File: config.mk
export PLATFORM = sky130hd
export DESIGN_NAME = node_info_mgr
export DESIGN_NICKNAME = d
export VERILOG_FILES = /design/src/rtl/node_info_pkg.sv /design/src/rtl/q_norm_div.sv /design/src/rtl/node_info_mgr.sv
export SDC_FILE = /design/constraint.sdc
export NUM_CORES = 1
export LEC_CHECK = 0
export ABC_AREA = 1
export CORE_MARGIN = 5
export CORE_UTILIZATION = 45
export CTS_CLUSTER_DIAMETER = 150
export DETAILED_ROUTE_END_ITERATION = 16
export GPL_TIMING_DRIVEN = 0
export PLACE_DENSITY = 0.8
export SYNTH_ARGS = -nofsm -noshare
export SYNTH_HDL_FRONTEND = slang
export SYNTH_HIERARCHICAL = 1
export SYNTH_SLANG_ARGS = --single-unit
File: constraint.sdc
create_clock -name clk -period 2.6 [get_ports clk]
set_input_delay 0.26 -clock clk [delete_from_list [all_inputs] [get_ports clk]]
set_output_delay 0.26 -clock clk [all_outputs]
set_load 0.05 [all_outputs]
File: src/rtl/node_info_pkg.sv
// Shared types for the node-info manager: packet codes, divider FSM states,
// and the fixed-point unity helper.
package node_info_pkg;

    typedef enum logic [2:0] {
        PKT_HB   = 3'd0,
        PKT_CHE  = 3'd1,
        PKT_CHT  = 3'd2,
        PKT_DATA = 3'd3,
        PKT_NONE = 3'd7
    } pkt_type_e;

    typedef enum logic [1:0] {
        IDLE = 2'd0,
        DIV  = 2'd1,
        DONE = 2'd2
    } div_state_e;

    function automatic logic [31:0] q_one(input int frac);
        return 32'd1 << frac;
    endfunction

endpackage

File: src/rtl/q_norm_div.sv
// Sequential restoring divider computing (num << FRAC) / den, one quotient
// bit per cycle, with degenerate-zero and unity saturation.
module q_norm_div
    import node_info_pkg::*;
#(
    parameter int WIDTH = 16,
    parameter int FRAC  = 14
) (
    input  logic             clk,
    input  logic             nrst,
    input  logic             start,
    input  logic             degen,
    input  logic [WIDTH-1:0] num,
    input  logic [WIDTH-1:0] den,
    output logic             busy,
    output logic             done,
    output logic [WIDTH-1:0] q
);

    localparam int QBITS = FRAC + 1;
    localparam int DW    = WIDTH + FRAC + 1;
    localparam int CW    = $clog2(QBITS + 1);
    localparam logic [WIDTH-1:0] QONE = WIDTH'(q_one(FRAC));

    div_state_e state, nxt;
    logic [CW-1:0]    cnt;
    logic [DW-1:0]    rem;
    logic [DW-1:0]    dsr;
    logic [QBITS-1:0] quo;
    logic             sat;
    logic             dgn;

    always_ff @(posedge clk or negedge nrst) begin
        if (!nrst) state <= IDLE;
        else       state <= nxt;
    end

    always_comb begin
        nxt = state;
        unique case (state)
            IDLE:    if (start) nxt = DIV;
            DIV:     if (cnt == CW'(QBITS - 1)) nxt = DONE;
            DONE:    nxt = IDLE;
            default: nxt = IDLE;
        endcase
    end

    // Divisor starts aligned to the unity bit and walks right each cycle.
    always_ff @(posedge clk or negedge nrst) begin
        if (!nrst) begin
            rem <= '0;
            dsr <= '0;
            quo <= '0;
            cnt <= '0;
            sat <= 1'b0;
            dgn <= 1'b0;
        end else if (state == IDLE && start) begin
            rem <= DW'(num) << FRAC;
            dsr <= DW'(den) << FRAC;
            quo <= '0;
            cnt <= '0;
            sat <= num > den;
            dgn <= degen;
        end else if (state == DIV) begin
            if (rem >= dsr) begin
                rem <= rem - dsr;
                quo <= {quo[QBITS-2:0], 1'b1};
            end else begin
                quo <= {quo[QBITS-2:0], 1'b0};
            end
            dsr <= dsr >> 1;
            cnt <= cnt + CW'(1);
        end
    end

    assign busy = (state != IDLE);
    assign done = (state == DONE);
    assign q    = dgn ? '0 : (sat ? QONE : WIDTH'(quo));

endmodule

File: src/rtl/node_info_mgr.sv
// Node-info register block: hop distance, CH role/assignment, timeslot,
// low-energy flag with hysteresis and normalised-energy Q value.
module node_info_mgr
    import node_info_pkg::*;
#(
    parameter int               WIDTH      = 16,
    parameter int               FRAC       = 14,
    parameter logic [WIDTH-1:0] MY_NODE_ID = 'h0001,
    parameter logic [WIDTH-1:0] MAX_HOPS   = '1,
    parameter logic [WIDTH-1:0] HYST       = 'h0333
) (
    input  logic             clk,
    input  logic             nrst,
    input  logic             en_MNI,
    input  logic [2:0]       fPktType,
    input  logic [WIDTH-1:0] e_max,
    input  logic [WIDTH-1:0] e_min,
    input  logic [WIDTH-1:0] energy,
    input  logic [WIDTH-1:0] ch_ID,
    input  logic [WIDTH-1:0] hops,
    input  logic [WIDTH-1:0] timeslot,
    input  logic [WIDTH-1:0] e_threshold,
    output logic [WIDTH-1:0] myNodeID,
    output logic [WIDTH-1:0] hopsFromSink,
    output logic [WIDTH-1:0] myQValue,
    output logic             role,
    output logic             low_E,
    output logic [WIDTH-1:0] myCH,
    output logic [WIDTH-1:0] myTimeslot,
    output logic             busy,
    output logic             q_valid
);

    logic             is_hb, is_che, is_cht, known, acc;
    logic             div_busy, div_done, degen;
    logic [WIDTH-1:0] div_q;
    logic [WIDTH:0]   thr_sum;
    logic [WIDTH-1:0] thr_hi;

    assign is_hb  = (fPktType == PKT_HB);
    assign is_che = (fPktType == PKT_CHE);
    assign is_cht = (fPktType == PKT_CHT);
    assign known  = is_hb | is_che | is_cht | (fPktType == PKT_DATA);
    assign acc    = en_MNI & ~div_busy & known;

    assign thr_sum = {1'b0, e_threshold} + {1'b0, HYST};
    assign thr_hi  = thr_sum[WIDTH] ? '1 : thr_sum[WIDTH-1:0];
    assign degen   = (energy <= e_min) | (e_max <= e_min);

    q_norm_div #(
        .WIDTH (WIDTH),
        .FRAC  (FRAC)
    ) u_div (
        .clk   (clk),
        .nrst  (nrst),
        .start (acc & is_hb),
        .degen (degen),
        .num   (energy - e_min),
        .den   (e_max - e_min),
        .busy  (div_busy),
        .done  (div_done),
        .q     (div_q)
    );

    always_ff @(posedge clk or negedge nrst) begin
        if (!nrst) begin
            hopsFromSink <= MAX_HOPS;
            myQValue     <= '0;
            role         <= 1'b0;
            low_E        <= 1'b0;
            myCH         <= '0;
            myTimeslot   <= '0;
            q_valid      <= 1'b0;
        end else begin
            q_valid <= div_done;
            if (div_done) myQValue <= div_q;
            if (acc) begin
                if (energy < e_threshold)  low_E <= 1'b1;
                else if (energy >= thr_hi) low_E <= 1'b0;
                if (is_hb && hops < MAX_HOPS - WIDTH'(1)
                    && hops + WIDTH'(1) < hopsFromSink)
                    hopsFromSink <= hops + WIDTH'(1);
                if (is_che) begin
                    role <= (ch_ID == MY_NODE_ID);
                    myCH <= ch_ID;
                end
                if (is_cht && ch_ID == myCH) myTimeslot <= timeslot;
            end
        end
    end

    assign myNodeID = MY_NODE_ID;
    assign busy     = div_busy;

endmodule

# == Yosys cells after proc, flatten, opt, wreduce, memory -nomap -nowiden ==
# Cells that the tools add are included.
# classes
n_lt_le_gt_ge,8
n_mux,18
n_bitwise,8
eq_ne,10
add_sub_neg,6
n_reduce_logical,16
# op_table
operator,count
31-bit 2-to-1 mux,5
15-bit 2-to-1 mux,3
16-bit <= comparator,2
16-bit < comparator,2
16-bit 2-to-1 mux,2
16-bit subtractor,2
31-bit greater-or-equal comparator,1
31-bit subtractor,1
16-bit by 10-bit adder with 17-bit output (second input constant),1
16-bit by 1-bit adder with 16-bit output (second input constant),1
16-bit by 1-bit equality test with 1-bit output (second input constant),1
16-bit equality test,1
16-bit greater-or-equal comparator,1
16-bit greater-than comparator,1
16-bit < comparator (second input constant),1
2-bit AND reduction,6
4-bit 2-to-1 mux,2
2-bit nonzero test,4
3-bit by 2-bit equality test with 1-bit output (second input constant),2
4-bit by 1-bit adder with 4-bit output (second input constant),1
4-bit equality test (second input constant),1
1-bit logical AND,4
2-bit 2-to-1 mux,2
2-bit by 1-bit inequality test with 1-bit output (second input constant),2
10 further kinds,17
# totals
register_bits,152
input_bits,118

# == Logic depth before layout (Yosys ltp) ==
# Gate-level depths: netlist (run 1).
# depth
depth_word,9
depth_mapped,24

# == Cells and area by module ==
# Netlist (run 1), hierarchy kept.
# by_module_without_submodules
mod,seq_area_each_um2,instances,cells_each,area_each_um2
node_info_mgr,1696.6,1,940,6575.1
q_norm_div,2102.0,1,952,6367.4

# == Least setup slack after synthesis (run 1) ==
# Ideal clock, no wire load.
# synth_timing
kind,input to register
startpoint,input port e_max[0]
endpoint,register u_div.sat
setup_time_ns,0.066
t_required_ns,2.534
path_stages,19
arrival_time_ns,2.691
path_buffers,0
slack_ns,-0.157
cell_sequence,inv_1 ha_1 fa_1 o21ai_0 nand3_1 nand2_1 nand4_1 nand2_1 nand2_1 nand2_1 inv_1 ha_1 nand2_1 nor2_1 nand4_1 a31o_2 a21oi_1 nand2_1 nand2_1
# synth_between
elab_chain_len,2
# synth_rtl
element,line_no,text
"start, declared",node_info_mgr.sv:16,"input logic [WIDTH-1:0] e_max,"
16-bit subtractor,node_info_mgr.sv:59,".den (e_max - e_min),"
16-bit greater-than comparator,q_norm_div.sv:62,sat <= num > den;
"end signal, assigned",q_norm_div.sv:62,
"end, declared",q_norm_div.sv:30,logic sat;
# No other way between the ends.
# A chain may end at the register's enable or synchronous reset.

# == Worst setup path in the final report (run 1) ==
# layout_timing
startpoint,input port e_min[5]
endpoint,register u_div.sat
# layout_between
elab_chain_len,2
word_cells_on_any_way,3
classes_between,2 x add/sub; 1 x order compare
# layout_rtl
element,line_no,text
"start, declared",node_info_mgr.sv:17,"input logic [WIDTH-1:0] e_min,"
16-bit subtractor (on tied branches),"node_info_mgr.sv:58, node_info_mgr.sv:59",
16-bit greater-than comparator (*),q_norm_div.sv:62,
# Mark *: on every way between the ends. The rest lies on a longest branch, timed or not.

==> impl_metrics.ini, run 1 <==
[clock_tree]
clkTransAtPathRegs_ns = 0.07
cts.path.max_buffers = 2
cts_buffers = 17
clkSinkCount = 151
cts_root_buffer = clkbuf_16
cts_tree = yes
clk_latency_ns = 0.44
htreeDepth = 4

[timing]
clock.fmax_ghz = 0.372
hold_viol_final = 0
period_share = 1.03
finalSetupViolCount = 1
max_slew_margin = 0.484
skew_ns = 0.0261
min_period_ns = 2.69
worst_pin_slew_ns = 0.774
final_max_slew_viol_count = 0
rsz0062_at_grt = yes
fin_tns_setup_ns = -0.0856
timing.final.ws_setup_ns = -0.0856

[setup_path]
critical_path.cell_chain = dlygate4sd2_1 > inv_2 > ha_4 > a21oi_4 > o21ai_2 > nand2_1 > nand3_4 > xor2_1 > inv_1 > ha_1 > nand2_4 > nor2_4 > nand4_1 > buf_4 > nor4_4 > a21oi_4 > nand2_1 > nand2_1
cp-start-kind = input port
critPathArrivalTime_ns = 3.00
reg2reg_slack_ns = 0.12
crit_required_ns = 2.91
cp_slowest_cell = ha_1
reg2reg_to = u_div/rem[23]
cp-end-kind = register
cp_common_cell = nand2_1
worst-setup-path-type = input port to register
critPathMaxStageDelay_ns = 0.32
reg2reg_depth = 15
path_max_fanout = 4
endpoint = u_div/sat
cp-startpoint = e_min[5]
reg2reg_from = u_div/dsr[14]

[outcome]
outcome = complete, but fails checks
violations = setup timing

[grt]
grt_max_degree = 99
antenna_found_initial = 0
grt_pass1_vias = 13453
grt.total_usage = 0.247
grt_overflow = 0
grt_pass1_wl_mm = 66.5

[logic_synthesis]
synth_async_sr_flop_share = 1.00
synthTopCellsByArea = dfrtp_1 (26%), nand2_1 (17%), ha_1 (12%), inv_1 (8.9%), nand3_1 (5.5%)
synth-edff-count = 0
syn_avg_cell_area_um2 = 6.84
synth_top_area_share = 0.261
yosys.area.top_type = dfrtp_1
synthCells = 1892
synth_seq_cells = 151
ys_seq_area_frac = 0.294
synthTopCellsByCount = nand2_1 (569), inv_1 (307), nand3_1 (142), dfrtp_1 (135), nor2_1 (131)
yosysUniqueCellTypes = 50
syn-cell-area_um2 = 12900
ys.flop_type = dfrtp_1
yosysWarnings = 6
yosysMostFrequentCell = nand2_1

[power_and_ir_drop]
powerDensity_nw_per_um2 = 1050
power.leakage_uw = 0.00892
ir_drop_v = 0.000618
p_total_uw = 18400

[drt]
drc_errors = 0
vias_per_cell = 5.18
drt_wl_total_mm = 41.8
firstDrtPassIters = 6
drt_iter0_markers = 1028
vias = 13397
ant_nets = 0
wl_per_cell_um = 16.2

[floorplanning]
die_y_um = 180
start_util = 0.453
ios = 202
die_w_um = 180
num_rows = 62
dieArea_um2 = 32300
core_area_um2 = 28500

[final_layout]
regArea_um2 = 3800
fin_nets = 2439
area_growth_pct = 35.2
multiInputGateArea_um2 = 8680
fillers = 2498
drive_above_1_share = 0.176
antennaDiodeCount = 0
final_area_um2 = 17500

[job]
drv_cap = 0

[hold_path]
min_path_type = input port to register
hold_depth = 4

[placed_design]
dp.final_hpwl_mm = 31.7
place_congestion = 0.968
io_buffers = 185
place_area_um2 = 15400
==> critical path, delay by kind of cell <==
family | cells | cell delay, ns
fa+ha+maj | 2 | 0.56
simple gates | 8 | 0.97
compound gates | 3 | 0.37
buf+inv | 4 | 0.64
xor+xnor | 1 | 0.19
==> final cells by class <==
| class | count | share of cell area |
|---|---|---|
| clock inverters | 15 | 0.0108 |
| repair buffers | 265 | 0.138 |
| inverters | 310 | 0.0669 |
| flip-flops and latches | 151 | 0.217 |
| multi-input cells | 1391 | 0.496 |
| plain buffers | 54 | 0.0185 |
| well taps | 384 | 0.0275 |
| clock buffers | 17 | 0.0243 |
==> worst min-delay path by stage <==
stage,from,endpoint,slack [ns]
floorplan,nrst,low_E,-0.04
global placement,low_E,low_E,0.46
detailed placement,nrst,u_div/dsr[13],0.25
CTS,e_min[0],u_div/dsr[14],0.33
global route,hops[0],hopsFromSink[0],0.24
finish,hops[0],hopsFromSink[0],0.19
==> cells in the final DEF, fill, tap and decap left out, types with 30 or more instances in the layout <==
cell type and instances:
clkdlybuf4s50_1 135, nand2_2 35, ha_4 34, inv_1 283, dfrtp_1 135, nor2_1 116, ha_1 91, nand3_1 133
nand4_1 40, o21ai_0 43, dlygate4sd2_1 30, a21oi_1 67, nand2_1 536, buf_4 97
==> what timing repair did <==
| item | 4_1_cts | 5_1_grt |
|---|---|---|
| endpoints found under the hold margin | 41 | 0 |
| setup buffers | 62 | 16 |
| pin swaps | 74 | 49 |
| resized for setup | 223 | 81 |
| endpoints found under the setup margin | 12 | 48 |
| hold buffers | 1 | 0 |
==> logic make-up (layout without fill, tap and decap cells) <==
| logic type | Yosys count | count (layout) | share of synthesized area |
|---|---|---|---|
| buffers and inverters | 364 | 661 | 0.114 |
| multiplexers | 16 | 16 | 0.0139 |
| AO/OA/AOI/OAI | 223 | 223 | 0.0992 |
| other | 3 | 17 | 0.000870 |
| XOR/XNOR | 52 | 52 | 0.0352 |
| AND/OR/NAND/NOR | 952 | 952 | 0.315 |
| flip-flops | 151 | 151 | 0.294 |
| adder cells (fa/ha/maj) | 131 | 131 | 0.128 |
==> where the power goes <==
part / internal (µW) / switching [µW]
sequential: 3250 / 511
combinational: 4260 / 7840
clock: 1320 / 1250
==> metrics by stage <==
step           hold slack (ns)  setup WS (ns)  utilization  cells
6_report                 0.192        -0.0856        0.613   2587
5_1_grt                  0.237         -0.168        0.613   2587
4_1_cts                  0.326       0.000167        0.601   2571
3_5_place_dp             0.247          -1.32        0.538   2476
3_3_place_gp             0.457          -4.87        0.537   2475
2_1_floorplan          -0.0356         0.0248            -   1906
==> flip-flops by register name, summed over array words and instances (netlist names) <==
register,count
u_div/rem,31
u_div/dsr,30
hopsFromSink,16
myCH,16
myQValue,16
myTimeslot,16
u_div/quo,15
u_div/cnt,4
u_div/state,2
low_E,1
q_valid,1
role,1
u_div/dgn,1
u_div/sat,1
==> layer usage <==
metal | up-vias | share of wire | routed length (µm) | GRT usage
met5 | - | 0 | 0 | 0
li1 | 6666 | - | - | -
met4 | 0 | 0.045 | 1870 | 0.102
met1 | 6172 | 0.42 | 17400 | 0.302
met3 | 121 | 0.051 | 2120 | 0.0398
met2 | 438 | 0.49 | 20400 | 0.433
Note: power is estimated with default switching activity, not from simulation.
==> run 2, diff against run 1 <==
--- a/config.mk
+++ b/config.mk
@@ -11,7 +11,7 @@
 export CTS_CLUSTER_DIAMETER = 150
 export DETAILED_ROUTE_END_ITERATION = 16
 export GPL_TIMING_DRIVEN = 0
-export PLACE_DENSITY = 0.8
+export PLACE_DENSITY_LB_ADDON = 0.3
 export SYNTH_ARGS = -nofsm -noshare
 export SYNTH_HDL_FRONTEND = slang
 export SYNTH_HIERARCHICAL = 1
==> run 2 against run 1 <==
The run now ends clean. Fmax grew 5.0%. Power fell by 0.24%. Flip-flop and latch count is the same. Wire length down 1.4%. Cell area grew 0.94%. Clock-buffer cell count stayed put. Worst hold slack about the same. Global-route usage hardly changed. Die area unchanged. Cell count rose by 0.35%.
==> impl_metrics.ini, run 2 (synthesized netlist as in run 1, its figures left out) <==
[outcome]
outcome = completed

[setup_path]
crit_cells = 17
critPathBufInv = 2
cp-end-kind = register
reg2reg_depth = 15
critPathMaxStageDelay_ns = 0.37
cp-start-kind = input port
critical_path.cell_chain = buf_6 > inv_2 > ha_4 > fa_2 > o21ai_4 > a21o_1 > nand4_1 > nand3_1 > nand2_2 > ha_4 > nand2_4 > nor2_4 > nand4_1 > a31o_2 > a21oi_4 > nand2_1 > nand2_1
critPathArrivalTime_ns = 2.91
crit_required_ns = 2.95
cp_slowest_cell = fa_2
worst-setup-path-type = input port to register
cp_top_family = simple AND/OR/NAND/NOR gates
path_max_fanout = 3

[floorplanning]
num_rows = 62
core_area_um2 = 28500
start_util = 0.453
dieArea_um2 = 32300
ios = 202
die_w_um = 180
die_y_um = 180

[hold_path]
min_path_type = input port to register
hold_depth = 4

[timing]
worst_pin_slew_ns = 0.793
rsz0062_at_grt = yes
clock.fmax_ghz = 0.391
whs_ns = 0.192
period_share = 0.984
finalSetupViolCount = 0
max_slew_margin = 0.472
timing.final.ws_setup_ns = 0.0420
final_max_slew_viol_count = 0
min_period_ns = 2.56
fin_tns_setup_ns = 0
hold_viol_final = 0
skew_ns = 0.0180

[grt]
grt.total_usage = 0.247
grt_overflow = 0
antenna_found_initial = 0
grt_pass1_wl_mm = 67.0
grt_max_degree = 84
grt_pass1_vias = 13543

[clock_tree]
cts_tree = yes
clkTransAtPathRegs_ns = 0.08
clk_latency_ns = 0.43
htreeDepth = 4
clkSinkCount = 151
cts_root_buffer = clkbuf_16
cts_buffers = 17
cts.path.max_buffers = 2

[drt]
vias_per_cell = 5.16
drc_errors = 0
drt_iter0_markers = 832
drt_wl_total_mm = 41.2
firstDrtPassIters = 5
ant_nets = 0
vias = 13396
wl_per_cell_um = 15.9

[final_layout]
reg_top3 = u_div/rem (31), u_div/dsr (30)
final_cell_mix = nand2_1 (535), inv_1 (278), clkdlybuf4s50_1 (135), dfrtp_1 (135), nand3_1 (133)
drive_above_1_share = 0.190
regArea_um2 = 3800
fillers = 2553
top_register = u_div/rem
area_growth_pct = 36.4
fin_nets = 2448
final_util = 0.619
multiInputGateArea_um2 = 8770
final_area_um2 = 17700
antennaDiodeCount = 0
largest_reg_flops = 31
final_common_cell = nand2_1

[placed_design]
place_congestion = 1.03
place_area_um2 = 15400
io_buffers = 185
dp_slack_ns = -1.29
dp.final_hpwl_mm = 31.5

[power_and_ir_drop]
powerDensity_nw_per_um2 = 1040
power.leakage_uw = 0.00899
ir_drop_v = 0.000594

[job]
drv_cap = 0
-- run 2: cell types whose count changed in the layout (fill, tap and decap cells not counted), moves of 3 or more --
cell             delta
dlygate4sd2_1      -14
buf_4               +9
clkbuf_2            +9
clkdlybuf4s15_1     +8
inv_2               +6
inv_1               -5
a21oi_1             -4
clkbuf_1            -4
a21oi_4             +3
-- run 2: repair_timing --
| action | in CTS | in global routing |
|---|---|---|
| hold buffers | 1 | 0 |
| endpoints found under the setup margin | 12 | 86 |
| pin swaps | 83 | 81 |
| setup buffers | 62 | 26 |
| gates resized for setup | 223 | 130 |
| endpoints found under the hold margin | 82 | 0 |
-- run 2: routing by layer --
metal  vias to the layer above  track usage  share of wire  routed length, µm
met4                         0       0.0765          0.033               1380
li1                       6684            -              -                  -
met5                         -            0              0                  0
met2                       400        0.449           0.50              20700
met1                      6219        0.299           0.41              17100
met3                        93       0.0412          0.052               2130
-- run 2: power breakdown --
| group | switching [µW] | leakage (µW) | internal, µW |
|---|---|---|---|
| logic | 7790 | 0.00680 | 4280 |
| clock network | 1230 | 0.000300 | 1320 |
| registers | 510 | 0.00189 | 3250 |
-- run 2: final cells by class --
class,count,area share
Clock buffer,17,0.0241
Inverter,310,0.0660
Timing Repair Buffer,275,0.141
Tap cell,384,0.0272
Sequential cell,151,0.215
Clock inverter,15,0.0110
Multi-Input combinational cell,1391,0.497
Buffer,53,0.0186
-- run 2: worst register-to-register path, stage by stage (launching register included) --
cell and delay (ns):
dfrtp_1 0.37, inv_1 0.14, ha_1 0.32, nand2_2 0.17, nor2_4 0.05, nand2_1 0.15, nor2_1 0.07, nand2_1 0.06
nand3_1 0.14, nor2_1 0.21, nand2_4 0.13, nand2_4 0.13, nand2_4 0.11, buf_6 0.20, nand2_1 0.07, nand2_1 0.05
-- run 2: path summary, 6_finish.rpt --
check	from	endpoint	slack [ns]
max in group asynchronous	nrst	hopsFromSink[13]	1.23
hold / removal	hops[0]	hopsFromSink[0]	0.19
setup reg to reg	u_div/dsr[14]	u_div/rem[24]	0.13
setup / recovery	energy[0]	u_div/sat	0.04
hold reg to reg	hopsFromSink[5]	hopsFromSink[5]	0.47
min in group asynchronous	nrst	u_div/dsr[12]	0.46
-- run 2: through the flow --
step	cells	power, µW
finish	2596	18400
detailed placement	2476	15100
global route	2596	20000
global placement	2475	14900
floorplan	1906	11900
CTS	2571	18100
